## config.mk

```make
export PLATFORM = sky130hd
export DESIGN_NAME = press_counter
export DESIGN_NICKNAME = d
export VERILOG_FILES = /design/src/rtl/press_counter.sv
export SDC_FILE = /design/constraint.sdc
export NUM_CORES = 1
export LEC_CHECK = 0
export CAP_MARGIN = 20
export CORE_ASPECT_RATIO = 0.8
export CORE_MARGIN = 2
export CORE_UTILIZATION = 50
export CTS_BUF_LIST = sky130_fd_sc_hd__clkbuf_8
export CTS_CLUSTER_DIAMETER = 40
export DETAILED_ROUTE_END_ITERATION = 12
export PLACE_DENSITY = 0.83
export SLEW_MARGIN = 20
export SYNTH_ARGS = -nofsm -noshare
export SYNTH_HDL_FRONTEND = slang
export SYNTH_SLANG_ARGS = --single-unit
export TNS_END_PERCENT = 50
```

## constraint.sdc

```tcl
create_clock -name clk100_i -period 5.4 [get_ports clk100_i]
set_input_delay 0.81 -clock clk100_i [delete_from_list [all_inputs] [get_ports clk100_i]]
set_output_delay 0.81 -clock clk100_i [all_outputs]
set_load 0.02 [all_outputs]
```

## src/rtl/press_counter.sv

```systemverilog
// Button-event capture: each press of key_i[0] latches the switches and bumps
// an 8-bit count shown as two hex digits; key_i[1] held low clears both.
module press_counter (
    input  logic       clk100_i,
    input  logic       rst_i,
    input  logic [9:0] sw_i,
    input  logic [1:0] key_i,
    output logic [9:0] ledr_o,
    output logic [6:0] hex0_o,
    output logic [6:0] hex1_o
);

    logic [1:0] sync1_q, sync1_d;
    logic [1:0] sync2_q, sync2_d;
    logic [1:0] hist_q, hist_d;
    logic [9:0] data_q, data_d;
    logic [7:0] cnt_q, cnt_d;
    logic       press_evt;
    logic       clear_act;

    // Active-low segment decode, bit order {g,f,e,d,c,b,a}
    function automatic logic [6:0] seg7(input logic [3:0] v);
        case (v)
            4'h0:    seg7 = 7'h40;
            4'h1:    seg7 = 7'h79;
            4'h2:    seg7 = 7'h24;
            4'h3:    seg7 = 7'h30;
            4'h4:    seg7 = 7'h19;
            4'h5:    seg7 = 7'h12;
            4'h6:    seg7 = 7'h02;
            4'h7:    seg7 = 7'h78;
            4'h8:    seg7 = 7'h00;
            4'h9:    seg7 = 7'h10;
            4'hA:    seg7 = 7'h08;
            4'hB:    seg7 = 7'h03;
            4'hC:    seg7 = 7'h46;
            4'hD:    seg7 = 7'h21;
            4'hE:    seg7 = 7'h06;
            default: seg7 = 7'h0E;
        endcase
    endfunction

    always_comb begin
        sync1_d   = key_i;
        sync2_d   = sync1_q;
        hist_d    = sync2_q;
        press_evt = hist_q[0] & ~sync2_q[0];
        clear_act = ~sync2_q[1];
        data_d    = data_q;
        cnt_d     = cnt_q;
        // Clear wins over a simultaneous press, which is simply dropped
        if (clear_act) begin
            data_d = '0;
            cnt_d  = '0;
        end else if (press_evt) begin
            data_d = sw_i;
            cnt_d  = cnt_q + 8'd1;
        end
    end

    always_ff @(posedge clk100_i) begin
        if (rst_i) begin
            sync1_q <= 2'b11;
            sync2_q <= 2'b11;
            hist_q  <= 2'b11;
            data_q  <= '0;
            cnt_q   <= '0;
        end else begin
            sync1_q <= sync1_d;
            sync2_q <= sync2_d;
            hist_q  <= hist_d;
            data_q  <= data_d;
            cnt_q   <= cnt_d;
        end
    end

    logic [6:0] seg_out [2];

    for (genvar gi = 0; gi < 2; gi++) begin : g_digit
        assign seg_out[gi] = seg7(cnt_q[gi*4 +: 4]);
    end

    assign ledr_o = data_q;
    assign hex0_o = seg_out[0];
    assign hex1_o = seg_out[1];

endmodule

```

==> results_dict.tcl <==
set metrics [dict create \
    status "finished clean" \
    crit_family "buffers and inverters" \
    worstPathRequired_ps 5560 \
    viasPerCell 5.06 \
    die_area_um2 4020 \
    die-width_um 70.4 \
    tns_ps 0 \
    ys.flop_type "dfxtp_1" \
    rsz0062_at_grt "false" \
    synthArstFlopShare_pct 0 \
    post-place-ws_ps 1860 \
    finish.cell_count_without_fillers 266 \
    finClkSkew_ps 5.59 \
    peakVddDrop_mv 0.174 \
    swShare_pct 19.8 \
    setup_viol 0 \
    insertedDiodeCount 0 \
    relSlewSlack_pct 41.8 \
    switchingPower_mw 0.119 \
    clkPwrFrac_pct 46.6 \
    start_util_pct 51.9 \
    period_needed_ps 3280 \
    holdBufCountCts 0 \
    cp_common_cell "inv_1" \
    synth_commonest_cells "dfxtp_1 (37), nand2_1 (28), a21oi_1 (13), ha_1 (13), inv_1 (11)" \
    maxSlewViolCount 0 \
    drive_gt1_share_pct 11.2 \
    crit_buf_inv 3 \
    cpMaxStageDelayCell "a21oi_1" \
    post-synth-top-count-cell "dfxtp_1" \
    wl_per_cell_um 12.0 \
    seqPwrFrac_pct 46.7 \
    cts-buffers-inserted 5 \
    cap_violations 0 \
    grt_pass1_vias 1143 \
    yosys.area.top_type "dfxtp_1" \
    pwr_density_cell_nw_per_um2 264 \
    crit_type "input pin to register" \
    pin_count 38 \
    finalCritPeriodShare_pct 60.7 \
    vias 1346 \
    max_stage_delay_ps 590 \
    fmax_mhz 305 \
    syn-cell-area_um2 1760 \
    htreeDepth 2 \
    clkTransAtPathRegs_ps 70 \
    endpoint_kind "register" \
    clockBufferDepth 2 \
    cts_setup_buffers 0 \
    cellInternalPower_mw 0.484 \
    wl_mm 3.18 \
    place.gp.congestion 0.833 \
    synth-seq-cells 37 \
    min_path_cells 1 \
    power_leakage_nw 0.891 \
    holdWs_ps 412 \
    hold_class "register to register" \
    tightest_slew_ps 848 \
    worst-path-stages 7 \
    synth.avg_cell_area_um2 9.54 \
    dp_hpwl_mm 2.20 \
    antenna_found_initial 0 \
    hold_viol_final 0 \
    grt_max_degree 21 \
    r2r_cells 6 \
    dp.cells 258 \
    crit_chain "clkdlybuf4s50_1, nand2b_1, a21oi_1, inv_1, ha_1, inv_1, mux4_1" \
    postRouteAntennaNets 0 \
    p_comb_share_pct 6.7 \
    crit_fanout 20 \
    synth_cells 185 \
    first_pass_iters 4 \
    synth_edf_count 0 \
    grt_pass1_wl_mm 5.27 \
    synth.area.top_cells "dfxtp_1 (42%), ha_1 (9.2%), nand2_1 (6.0%), mux2i_1 (4.0%), a21oi_1 (3.7%)" \
    final_nets 250 \
    clock_sinks 37 \
    crit_path_start_kind "input pin" \
    ys_warn_count 0 \
    syn_to_final_growth_pct 29.2 \
    cts_tree "built" \
    crit_arrival_ps 3440 \
    syn_nets 212 \
    overflow 0 \
    place_area_um2 2150 \
    worst_slack_ps 2120 \
    clk-insertion-delay-late_ps 290 \
    portBuffers 37 \
    yosysUniqueCellTypes 45 \
    first_iter_violations 96 \
    die_h_um 57.1 \
    yosysSeqAreaShare_pct 42.0 \
    cts_resized 0 \
    netlist.area_leader.share_pct 42.0 \
    cts.root.buffer_cell "clkbuf_8" \
    rows 19 \
    finalInstanceArea_um2 2280 \
    grt_usage_pct 16.8 \
    drc_errors 0 \
    core_area_um2 3400 \
]
## registers in the layout, indices dropped and copies added (netlist names)
register,flops
ledr_o,10
hist_d,2
sync1_q,2
cnt_q,8
hist_q,1
hex0_o,7
hex1_o,7
## path summary, 6_finish.rpt
path | start | to | slack (ps)
worst max-delay path | rst_i | hex0_o[3] | 2120
worst min-delay path | sync1_q[0] | hist_d[0] | 410
worst max register to register | hist_d[1] | hex0_o[3] | 2920
worst min register to register | sync1_q[0] | hist_d[0] | 410
## power groups by stage
stage                     Combinational [mW]  Sequential, mW  Clock, mW
final                                 0.0404           0.282      0.281
after global routing                  0.0437           0.282      0.296
after CTS                             0.0406           0.282      0.287
after detailed placement              0.0404           0.288          0
after global placement                0.0400           0.288          0
after floorplan                       0.0158           0.292          0
## final cells by class
cell class,instances,area (µm²)
clock buffers,5,68.8
clock inverters,3,65.1
fillers,279,1120
inverters,12,50.0
multi-input cells,130,932
flip-flops and latches,37,741
well taps,42,52.6
repair buffers,37,370
## metal layers
layer  wire length [µm]  part of all wire, %  track usage, %
met5                  0                    0               0
met4                 48                  1.5            7.42
met1               1630                   51            24.5
met2               1300                   41            23.2
met3                213                  6.7            4.77
## worst register-to-register path: stages, from the launching register on
cell and delay (ps):
dfxtp_1 320, nand2b_1 420, a21oi_1 590, inv_1 170, ha_1 350, inv_1 40, mux4_1 460
## cell usage in the layout (no fill, tap or decap), types with 3 or more instances in the layout
cell / n
a21oi_1: 13
clkbuf_8: 5
clkdlybuf4s50_1: 37
dfxtp_1: 37
ha_1: 13
inv_1: 11
mux2i_1: 7
nand2_1: 28
nand2b_1: 3
nand3_1: 5
nor2_1: 5
o21ai_0: 6
or2_2: 6
or3_1: 4
xnor2_1: 6
## stage by stage
stage / power (mW) / util, %
after floorplan: 0.308 / -
after global placement: 0.328 / 63.1
after detailed placement: 0.328 / 63.1
after CTS: 0.609 / 67.1
after global routing: 0.622 / 67.1
final: 0.603 / 67.1
## cell families (layout without fill, tap and decap cells)
logic type	after synthesis	after routing	share of synthesized area (%)
AO/OA/AOI/OAI	35	35	12.5
adder cells (fa/ha/maj)	13	13	9.22
XOR/XNOR	8	8	3.97
AND/OR/NAND/NOR	65	65	20.9
buffers and inverters	18	57	5.18
flip-flops	37	37	42.0
multiplexers	9	9	6.24
(Power assumes the default switching activity.)
